## config.mk

```make
export PLATFORM = sky130hd
export DESIGN_NAME = seq_check_ctrl
export DESIGN_NICKNAME = d
export VERILOG_FILES = /design/src/rtl/seq_check_ctrl.sv
export SDC_FILE = /design/constraint.sdc
export NUM_CORES = 1
export LEC_CHECK = 0
export ABC_AREA = 1
export ABC_CLOCK_PERIOD_IN_PS = 3000
export CAP_MARGIN = 10
export CORE_MARGIN = 8
export CORE_UTILIZATION = 40
export DETAILED_ROUTE_END_ITERATION = 12
export SYNTH_ARGS = -nofsm -noshare
export SYNTH_HDL_FRONTEND = slang
export SYNTH_SLANG_ARGS = --single-unit
```

## constraint.sdc

```tcl
create_clock -name clk -period 3 [get_ports clk]
set_input_delay 0.3 -clock clk [delete_from_list [all_inputs] [get_ports clk]]
set_output_delay 0.3 -clock clk [all_outputs]
set_load 0.005 [all_outputs]
```

## src/rtl/seq_check_ctrl.sv

```systemverilog
// seq_check_ctrl: programmable serial-pattern detection controller.
// Holds the pattern configuration, arms/disarms a detection run, counts
// matches against a threshold and enforces an observation window.
// Run sequence: IDLE -> ARMED -> DONE/TIMEOUT -> IDLE.
// Optional build macro SEQ_CHECK_NOOVERLAP_EN: every match clears the
// history and fill counter (non-overlapping detection). Left undefined,
// history is kept across matches and overlapping matches count.
module seq_check_ctrl #(
  parameter int PAT_W = 8,
  parameter int LEN_W = 4,
  parameter int CNT_W = 8,
  parameter int WIN_W = 16
) (
  input  logic             clk,
  input  logic             rst,
  input  logic             cfg_load,
  input  logic [PAT_W-1:0] cfg_pattern,
  input  logic [LEN_W-1:0] cfg_len,
  input  logic [CNT_W-1:0] cfg_threshold,
  input  logic [WIN_W-1:0] cfg_window,
  input  logic             start,
  input  logic             abort,
  input  logic             in_valid,
  input  logic             in_sig,
  output logic             busy,
  output logic             pattern_found,
  output logic [CNT_W-1:0] match_count,
  output logic             done,
  output logic             timeout,
  output logic [1:0]       state
);

  typedef enum logic [1:0] {
    S_IDLE    = 2'd0,
    S_ARMED   = 2'd1,
    S_DONE    = 2'd2,
    S_TIMEOUT = 2'd3
  } state_t;

  localparam logic [LEN_W-1:0] PAT_LEN = LEN_W'(PAT_W);

  state_t           r_state, w_nstate;
  logic [PAT_W-1:0] r_pat;
  logic [LEN_W-1:0] r_len;
  logic [CNT_W-1:0] r_thr;
  logic [WIN_W-1:0] r_win_lim;
  logic [PAT_W-1:0] r_hist;
  logic [LEN_W-1:0] r_fill;
  logic [WIN_W-1:0] r_win;
  logic [CNT_W-1:0] r_cnt;
  logic             r_pf, r_done, r_to;

  logic [LEN_W-1:0] w_len_eff;
  logic [CNT_W-1:0] w_thr_eff;
  logic             w_cfg_valid;
  logic             w_arm;
  logic [PAT_W-1:0] w_hist_shift;
  logic [LEN_W-1:0] w_fill_inc;
  logic [PAT_W-1:0] w_mask;
  logic             w_match;
  logic [CNT_W-1:0] w_cnt_inc;
  logic             w_thr_hit;
  logic [WIN_W-1:0] w_win_inc;
  logic             w_win_exp;
  logic             w_pf_n, w_done_n, w_to_n;

  // A cfg_load coinciding with start must configure the run it starts,
  // so validity is judged on the incoming values in that case.
  assign w_len_eff   = cfg_load ? cfg_len : r_len;
  assign w_thr_eff   = cfg_load ? cfg_threshold : r_thr;
  assign w_cfg_valid = (w_len_eff != '0) && (w_len_eff <= PAT_LEN) && (w_thr_eff != '0);
  assign w_arm       = (r_state == S_IDLE) && start && !abort && w_cfg_valid;

  assign w_hist_shift = {r_hist[PAT_W-2:0], in_sig};
  assign w_fill_inc   = (r_fill == PAT_LEN) ? r_fill : r_fill + 1'b1;
  assign w_cnt_inc    = r_cnt + 1'b1;
  assign w_win_inc    = r_win + 1'b1;

  // Mask selecting the low r_len bits of history and pattern.
  always_comb begin
    w_mask = '0;
    for (int i = 0; i < PAT_W; i++) w_mask[i] = (i < int'(r_len));
  end

  assign w_match   = in_valid && (w_fill_inc >= r_len) &&
                     ((w_hist_shift & w_mask) == (r_pat & w_mask));
  assign w_thr_hit = w_match && (w_cnt_inc == r_thr);
  assign w_win_exp = (r_win_lim != '0) && (w_win_inc == r_win_lim);

  // State register.
  always_ff @(posedge clk or negedge rst) begin
    if (!rst) r_state <= S_IDLE;
    else      r_state <= w_nstate;
  end

  // Next-state and next pulse values; abort wins, then threshold, then window.
  always_comb begin
    w_nstate = r_state;
    w_pf_n   = 1'b0;
    w_done_n = 1'b0;
    w_to_n   = 1'b0;
    case (r_state)
      S_IDLE: begin
        if (w_arm) w_nstate = S_ARMED;
      end
      S_ARMED: begin
        if (abort) begin
          w_nstate = S_IDLE;
        end else if (w_thr_hit) begin
          w_nstate = S_DONE;
          w_pf_n   = 1'b1;
          w_done_n = 1'b1;
        end else if (w_win_exp) begin
          w_nstate = S_TIMEOUT;
          w_to_n   = 1'b1;
          w_pf_n   = w_match;
        end else begin
          w_pf_n   = w_match;
        end
      end
      default: w_nstate = S_IDLE;
    endcase
  end

  // Registered one-cycle status pulses.
  always_ff @(posedge clk or negedge rst) begin
    if (!rst) begin
      r_pf   <= 1'b0;
      r_done <= 1'b0;
      r_to   <= 1'b0;
    end else begin
      r_pf   <= w_pf_n;
      r_done <= w_done_n;
      r_to   <= w_to_n;
    end
  end

  // Configuration latch; only accepted while idle.
  always_ff @(posedge clk or negedge rst) begin
    if (!rst) begin
      r_pat     <= '0;
      r_len     <= '0;
      r_thr     <= '0;
      r_win_lim <= '0;
    end else if (r_state == S_IDLE && cfg_load) begin
      r_pat     <= cfg_pattern;
      r_len     <= cfg_len;
      r_thr     <= cfg_threshold;
      r_win_lim <= cfg_window;
    end
  end

  // Run datapath: history, fill, window and match counters.
  always_ff @(posedge clk or negedge rst) begin
    if (!rst) begin
      r_hist <= '0;
      r_fill <= '0;
      r_win  <= '0;
      r_cnt  <= '0;
    end else if (w_arm) begin
      r_hist <= '0;
      r_fill <= '0;
      r_win  <= '0;
      r_cnt  <= '0;
    end else if (r_state == S_ARMED && !abort) begin
      r_win <= w_win_inc;
      if (in_valid) begin
`ifdef SEQ_CHECK_NOOVERLAP_EN
        if (w_match) begin
          r_hist <= '0;
          r_fill <= '0;
        end else begin
          r_hist <= w_hist_shift;
          r_fill <= w_fill_inc;
        end
`else
        r_hist <= w_hist_shift;
        r_fill <= w_fill_inc;
`endif
      end
      if (w_match) r_cnt <= w_cnt_inc;
    end
  end

  assign busy          = (r_state == S_ARMED);
  assign pattern_found = r_pf;
  assign done          = r_done;
  assign timeout       = r_to;
  assign match_count   = r_cnt;
  assign state         = r_state;

endmodule

```

==> results.yml, run 1 <==
drt:
  drcViolationCount: 0
  vias: 4021
  post_drt_wl_per_cell_um: 14.6
  drt-initial-drc-count: 212
  dr.pass1.iters: 4
  via_per_inst: 5.06
  drtAntennaViolNets: 0
  route.final.wire_length_mm: 11.6
critical_path:
  crit_fanout: 6
  cpMaxStageDelayCell: "dfrtp_1"
  critPathLaunchType: "flip-flop"
  rrSetupSlack_ps: 680
  crit_top_cell: "nand3_1"
  required_ps: 3230
  path_delay_family: "simple AND/OR/NAND/NOR gates"
  path_cells: "inv_1 -> ha_1 -> nand3_1 -> xor2_1 -> ha_1 -> nor2_1 -> o211ai_1 -> nand3_1 -> nand3_1 -> nor2_2 -> nor2_1 -> inv_1 -> o22ai_1"
  max_stage_delay_ps: 410
  crit_type: "flip-flop to flip-flop"
  crit_start: "r_fill[0]"
  reg2regPathDepth: 13
  crit_path_end: "match_count[7]"
  worst_ep_arrival_time_ps: 2550
  timing.rr.end: "match_count[7]"
  path_buf_inv: 2
  crit_path_end_kind: "flip-flop"
  cp.depth: 13
  r2r_start: "r_fill[0]"
synthesis:
  synth_edf_count: 0
  yosysSeqAreaShare_pct: 42.8
  ys.flop_type: "dfrtp_1"
  syn_area_per_cell_sq_um: 7.54
  ys_ff_latch: 76
  synthesis.instances: 589
  syn-num-nets: 640
  synth-async-reset-ratio_pct: 100
  syn_area_sq_um: 4440
  yosys_warnings: 0
  synth.distinct_cells: 33
cts:
  cts_hold_buf: 0
  clock_tree.root_cell: "clkbuf_8"
  clock_latency_ps: 350
  htreeDepth: 3
  cts_num_sinks: 76
  cts_tree: "done"
  cts.reportedPaths.clkPinSlew_ps: 80
  post_cts.repair.setup_buffers: 0
  numCtsBuffers: 9
  cts_buffer_depth: 2
  ctsResizeCount: 0
global_routing:
  track_usage_pct: 16.7
  antenna_found_initial: 0
  grt_max_degree: 77
  grt_pass1_wl_mm: 19.9
  grt.overflow.total: 0
  grt_pass1_vias: 4227
floorplan:
  io_pins: 57
  die_w_um: 121
  rows: 38
  core_sq_um: 10800
  initial_utilization_pct: 41.0
  dieArea_sq_um: 14700
  dieHeight_um: 121
timing:
  slew_violations: 0
  finalClockSkew_ps: 8.38
  rsz0062_at_grt: "no"
  period_share_pct: 77.4
  hold_violations: 0
  layout_min_cycle_time_ps: 2320
  fmax_mhz: 431
  tns_ps: 0
  relSlewSlack_pct: 34.0
  setup_viol: 0
  tightest_slew_ps: 989
power_and_ir_drop:
  p_leak_uw: 0.00255
  ir_worst_vdd_mv: 0.399
  cellPowerDensity_nw_per_um2: 845
layout:
  area_growth_pct: 22.6
  layout_common_cells: "nand2_1, inv_1, dfrtp_1, nor2_1, clkdlybuf4s50_1"
  final_area_sq_um: 5450
  insertedDiodeCount: 0
  layout.nets: 701
  layout_commonest_cell: "nand2_1"
  layout-drive-gt1-share_pct: 7.33
worst_hold_path:
  holdCritPathClass: "input port to async pin"
placement:
  placed_area_sq_um: 5160
  port_buffers: 56
  gp_congestion: 0.850
  hpwl_mm: 8.81
flow_run:
  drv_cap: 0
run_status:
  status: "finished, final reports clean"
where the power goes:
group	total (uW)	internal, uW	switching (uW)
registers	1740	1390	353
clock network	1130	725	407
logic	1730	719	1010
registers in the layout, summed over array words and instances (netlist names), 4 cells and up:
signal,cells
r_win,16
r_thr,8
r_win_lim,16
r_pat,8
r_len,4
r_hist,7
match_count,8
r_fill,4
how the worst min path moves through the flow:
stage / from / to / cells past startpoint
CTS: rst / r_win[5] / 1
global placement: r_thr[0] / r_thr[0] / 2
detailed placement: r_thr[0] / r_thr[0] / 2
floorplan: rst / done / 0
global route: rst / r_win[5] / 1
finish: rst / r_win_lim[6] / 1
layer usage:
metal	wire length (um)	up-vias	global-route usage, %
met5	0	-	0
met3	345	15	2.65
met1	5050	1903	19.7
met2	5960	71	29.2
li1	-	2032	-
met4	227	0	7.17
area by class of cell:
cell class,count,area [sq um]
Timing Repair Buffer,59,581
Clock inverter,6,159
Multi-Input combinational cell,412,2160
Fill cell,1071,5390
Clock buffer,10,128
Tap cell,140,175
Sequential cell,76,1900
Inverter,92,345
kinds of logic after synthesis:
group	after synthesis	share of synthesized area [%]
xor gates and xnor gates	14	3.38
AOI/OAI and AO/OA	75	9.32
adders and majority gates	8	2.25
muxes	13	3.29
buffers and inverters	101	8.67
DFF	76	42.8
and+or+nand+nor	302	30.3
synthesized netlist by cell type, types with 2 or more instances:
cell type  count  area [sq um]
a21oi_1       20           100
o21ai_0       27           135
xnor2_1        2          17.5
nor3_1         6          30.0
nor2_4         6          67.6
o21ai_1        4          20.0
dfrtp_1       76          1900
nand4_1       19           119
xor2_1        10          87.6
nand2_1      146           548
inv_2          2          7.51
nand3_1       51           255
buf_2          2          10.0
nor2_1        64           240
clkbuf_1       6          22.5
xnor3_1        2          45.0
o22ai_1       18           113
nor2_2         3          18.8
ha_1           8           100
mux2_2        13           146
inv_1         90           338
nand3b_1       3          22.5
metrics by stage:
step | worst slack (ps) | hold WS [ps] | utilization [%] | instances | total power (uW)
after detailed placement | 636 | 509 | 47.6 | 779 | 3490
final | 678 | 97.0 | 50.3 | 795 | 4600
after floorplan | 1060 | 4.41 | - | 589 | 2950
after global placement | 705 | 495 | 47.6 | 779 | 3440
after CTS | 684 | 147 | 50.3 | 795 | 4640
after global routing | 482 | 183 | 50.3 | 795 | 4970
Power figures use the tool's default switching activity.
==> run 2, diff against run 1 <==
--- a/config.mk
+++ b/config.mk
@@ -6,7 +6,7 @@
 export NUM_CORES = 1
 export LEC_CHECK = 0
 export ABC_AREA = 1
-export ABC_CLOCK_PERIOD_IN_PS = 3000
+export ABC_CLOCK_PERIOD_IN_PS = 2400
 export CAP_MARGIN = 10
 export CORE_MARGIN = 8
 export CORE_UTILIZATION = 40
==> constraint.sdc (replaced) <==
create_clock -name clk -period 2.4 [get_ports clk]
set_input_delay 0.24 -clock clk [delete_from_list [all_inputs] [get_ports clk]]
set_output_delay 0.24 -clock clk [all_outputs]
set_load 0.005 [all_outputs]
==> run 2 against run 1 <==
Critical path depth is the same. Final cell count up 0.38%. Non-clock buffer count up 3. Largest cell class unchanged. Sequential power up 25%. Total power increased by 17%. First-iteration DRC count up 0.94%. Routed wire length down 2.7%. Sequential share of layout area grew 0.23 points. Flip-flop and latch count stayed put. Cell area down 0.67%. Register-to-register slack got worse by 480 ps. Count of clock-buffer cells in the layout is the same.
==> results.yml, run 2 (same netlist as run 1, synthesis figures left out) <==
run_status:
  status: "finished, final reports clean"
critical_path:
  path_delay_family: "simple AND/OR/NAND/NOR gates"
  required_ps: 2680
  critPathLaunchType: "flip-flop"
  crit_top_cell: "nand3_1"
  crit_type: "flip-flop to flip-flop"
  r2r_start: "r_fill[0]"
  worst_ep_arrival_time_ps: 2480
  path_buf_inv: 2
  cpMaxStageDelayCell: "dfrtp_1"
  crit_path_end_kind: "flip-flop"
  crit_fanout: 6
  path_cells: "inv_2 -> ha_1 -> nand3_1 -> xor2_2 -> ha_1 -> nor2_1 -> o211ai_1 -> nand3_1 -> nand3_1 -> nor2_4 -> nor2_2 -> inv_2 -> o22ai_1"
  crit_start: "r_fill[0]"
  max_stage_delay_ps: 410
cts:
  cts_tree: "done"
  htreeDepth: 3
  clock_tree.root_cell: "clkbuf_8"
  clock_latency_ps: 370
  cts_hold_buf: 0
  cts_num_sinks: 76
  numCtsBuffers: 9
  cts.reportedPaths.clkPinSlew_ps: 90
  cts_buffer_depth: 2
drt:
  route.final.wire_length_mm: 11.3
  dr.pass1.iters: 4
  drtAntennaViolNets: 0
  via_per_inst: 5.07
  drcViolationCount: 0
  vias: 4043
  post_drt_wl_per_cell_um: 14.1
  drt-initial-drc-count: 214
global_routing:
  antenna_found_initial: 0
  track_usage_pct: 16.1
  grt.overflow.total: 0
  grt_max_degree: 77
  grt_pass1_wl_mm: 19.2
  grt_pass1_vias: 4216
power_and_ir_drop:
  cellPowerDensity_nw_per_um2: 996
  p_leak_uw: 0.00253
  ir_worst_vdd_mv: 0.506
layout:
  layout-drive-gt1-share_pct: 8.81
  area_growth_pct: 21.8
  final_util_pct: 49.9
  multiInputGateArea_sq_um: 2180
  layout.nets: 704
  regArea_sq_um: 1900
  fillers: 1086
  layout_common_cells: "nand2_1, inv_1, dfrtp_1, nor2_1, clkdlybuf4s50_1"
  insertedDiodeCount: 0
  reg.largest.list: "r_win (16), r_win_lim (16)"
  layout_commonest_cell: "nand2_1"
floorplan:
  initial_utilization_pct: 41.0
  io_pins: 57
  core_sq_um: 10800
  die_w_um: 121
  rows: 38
  dieArea_sq_um: 14700
  dieHeight_um: 121
placement:
  hpwl_mm: 8.77
  gp_congestion: 0.874
  port_buffers: 56
  pre_cts_ws_ps: 116
timing:
  timing.final.ws_setup_ps: 200
  tns_ps: 0
  finalClockSkew_ps: 12.9
  setup_viol: 0
  period_share_pct: 91.7
  layout_min_cycle_time_ps: 2200
  tightest_slew_ps: 971
  relSlewSlack_pct: 35.3
  fmax_mhz: 454
  slew_violations: 0
  hold_ws_ps: 11.8
  hold_violations: 0
flow_run:
  drv_cap: 0
worst_hold_path:
  holdCritPathClass: "input port to async pin"
[run 2: cell type report]
| cell class | count | share of cell area, % |
|---|---|---|
| flip-flops and latches | 76 | 35.1 |
| inverters | 92 | 6.38 |
| clock buffers | 10 | 2.54 |
| multi-input cells | 412 | 40.2 |
| repair buffers | 62 | 11.1 |
| clock inverters | 6 | 1.34 |
| well taps | 140 | 3.24 |
[run 2: through the flow]
step / power (uW) / area [sq um] / instances
floorplan: 3680 / 4440 / 589
global placement: 4320 / 5180 / 782
detailed placement: 4370 / 5180 / 782
CTS: 5420 / 5390 / 798
global route: 5850 / 5410 / 798
finish: 5390 / 5410 / 798
[run 2: worst register-to-register path: stages (launching register included)]
cell and delay (ps):
dfrtp_1 410, inv_2 110, ha_1 180, nand3_1 120
xor2_2 200, ha_1 180, nor2_1 40, o211ai_1 150
nand3_1 90, nand3_1 170, nor2_4 70, nor2_2 160
inv_2 100, o22ai_1 130
[run 2: per-layer routing]
layer | share of wire, % | global-route usage, % | vias to the layer above
met4 | 2.2 | 6.09 | 0
met5 | 0 | 0 | -
met1 | 42 | 17.8 | 1912
li1 | - | - | 2041
met2 | 52 | 29.0 | 68
met3 | 3.8 | 4.00 | 22
[run 2: worst paths after layout]
path	endpoint	slack [ps]	depth (start not counted)
max	match_count[4]	200	13
min	r_win_lim[5]	10	1
max reg2reg	match_count[4]	200	13
min reg2reg	r_pat[4]	530	1
max in group asynchronous	match_count[3]	1740	1
min in group clk	r_thr[4]	450	3
[run 2: power by group]
group	internal, uW	switching, uW
combinational	926	1260
sequential	1740	434
clock	519	514
total	3180	2210
[run 2: timing repair]
item / in CTS / in global routing
setup endpoints to repair: 0 / 9
setup buffers: 0 / 0
resized for setup: 0 / 7
==> run 3, diff against run 2 <==
--- a/config.mk
+++ b/config.mk
@@ -9,8 +9,9 @@
 export ABC_CLOCK_PERIOD_IN_PS = 2400
 export CAP_MARGIN = 10
 export CORE_MARGIN = 8
-export CORE_UTILIZATION = 40
+export CORE_UTILIZATION = 45
 export DETAILED_ROUTE_END_ITERATION = 12
+export PLACE_DENSITY = 0.67
 export SYNTH_ARGS = -nofsm -noshare
 export SYNTH_HDL_FRONTEND = slang
 export SYNTH_SLANG_ARGS = --single-unit
==> run 3 against run 2 <==
Setup slack better by 19 ps. Clock power grew 8%. Sequential share of layout area down 0.25 points. Critical endpoint is now match_count[3].
==> results.yml, run 3 (same netlist as run 1, synthesis figures left out) <==
floorplan:
  dieArea_sq_um: 13300
  initial_utilization_pct: 45.9
  dieHeight_um: 115
  die_w_um: 115
  rows: 36
  core_sq_um: 9680
  io_pins: 57
timing:
  layout_min_cycle_time_ps: 2180
  tightest_slew_ps: 572
  fmax_mhz: 458
  hold_violations: 0
  finalClockSkew_ps: 11.3
  rsz0062_at_grt: "no"
  setup_viol: 0
  slew_violations: 0
  timing.final.ws_setup_ps: 218
  period_share_pct: 90.9
  relSlewSlack_pct: 61.9
  tns_ps: 0
drt:
  route.final.wire_length_mm: 11.7
  via_per_inst: 5.22
  dr.pass1.iters: 5
  drtAntennaViolNets: 0
  post_drt_wl_per_cell_um: 14.7
  drcViolationCount: 0
  vias: 4139
  drt-initial-drc-count: 177
placement:
  hpwl_mm: 8.90
  port_buffers: 56
  place_inst: 776
  pre_cts_ws_ps: 163
  gp_congestion: 0.877
  placed_area_sq_um: 5190
power_and_ir_drop:
  p_sw_share_pct: 40.3
  cellPowerDensity_nw_per_um2: 1010
  pwr-share-clk_pct: 20.2
  internal_power_uw: 3280
  ir_worst_vdd_mv: 0.580
  combPwrFrac_pct: 40.1
  power_switching_uw: 2220
  p_leak_uw: 0.00256
  seqPwrFrac_pct: 39.8
layout:
  reg.largest.list: "r_win (16), r_win_lim (16)"
  layout.nets: 706
  insertedDiodeCount: 0
  layout_commonest_cell: "nand2_1"
  fin_cells: 793
  final_area_sq_um: 5450
  layout-drive-gt1-share_pct: 8.79
  layout_common_cells: "nand2_1, inv_1, dfrtp_1, nor2_1, clkdlybuf4s50_1"
  area_growth_pct: 22.7
cts:
  cts_num_sinks: 76
  numCtsBuffers: 9
  cts_tree: "done"
  clock_latency_ps: 360
  cts_buffer_depth: 2
  cts.reportedPaths.clkPinSlew_ps: 80
  clock_tree.root_cell: "clkbuf_8"
  htreeDepth: 3
critical_path:
  r2r_start: "r_fill[0]"
  critPathLaunchType: "flip-flop"
  required_ps: 2640
  crit_path_end_kind: "flip-flop"
  rrSetupSlack_ps: 220
  crit_type: "flip-flop to flip-flop"
  worst_ep_arrival_time_ps: 2430
  crit_fanout: 6
  crit_start: "r_fill[0]"
global_routing:
  grt.overflow.total: 0
  antenna_found_initial: 0
  grt_max_degree: 60
  grt_pass1_vias: 4260
  track_usage_pct: 18.8
  grt_pass1_wl_mm: 19.9
worst_hold_path:
  holdCritPathClass: "input port to async pin"
flow_run:
  drv_cap: 0
run_status:
  status: "finished, final reports clean"
==> run 3: worst paths after layout <==
| check | end | cells past startpoint |
|---|---|---|
| worst max-delay path | match_count[3] | 13 |
| worst min register to register | r_thr[0] | 2 |
| min in group clk | r_win_lim[1] | 3 |
| max in group asynchronous | r_hist[6] | 3 |
| worst max register to register | match_count[3] | 13 |
| worst min-delay path | r_win_lim[3] | 2 |
==> run 3: final cells by class <==
class                      instances  area, sq um
timing repair buffer              64          633
fill                             919         4230
tap                              133          166
sequential                        76         1900
inverter                          92          345
multi-input combinational        412         2180
clock inverter                     6         87.6
clock buffer                      10          138
==> run 3: repair_timing <==
action | CTS | global route
setup buffers | 0 | 0
resized for setup | 0 | 6
endpoints found under the hold margin | 40 | 0
hold buffers | 1 | 0
setup endpoints to repair | 0 | 7
==> run 3: stage by stage <==
stage | power [uW] | util [%] | hold WS (ps)
global route | 5950 | 56.3 | 458
finish | 5500 | 56.3 | 417
floorplan | 3680 | - | -55.6
global placement | 4310 | 53.6 | 269
detailed placement | 4380 | 53.6 | 281
CTS | 5510 | 56.1 | 427
==> run 3: routing by layer <==
metal / wire length, um / GRT usage, % / vias to the layer above
li1: - / - / 2052
met1: 4920 / 21.3 / 1979
met2: 6140 / 33.6 / 89
met3: 418 / 4.20 / 19
met4: 201 / 6.74 / 0
met5: 0 / 0 / -
==> run 3: critical path: stages (launching register included) <==
cell	delay, ps
dfrtp_1	410
inv_1	150
ha_1	190
nand3_1	120
xor2_2	170
ha_1	180
nor2_1	100
o211ai_1	90
nand3_1	100
nand3_2	120
nor2_4	160
nor2_2	70
inv_2	120
o22ai_1	80
==> run 3: power by group through the flow <==
stage,Sequential (uW),Combinational [uW],Clock (uW)
after global routing,2250,2520,1190
after CTS,2180,2190,1140
after floorplan,2070,1620,0
final,2190,2200,1110
after detailed placement,2200,2180,0
after global placement,2190,2120,0
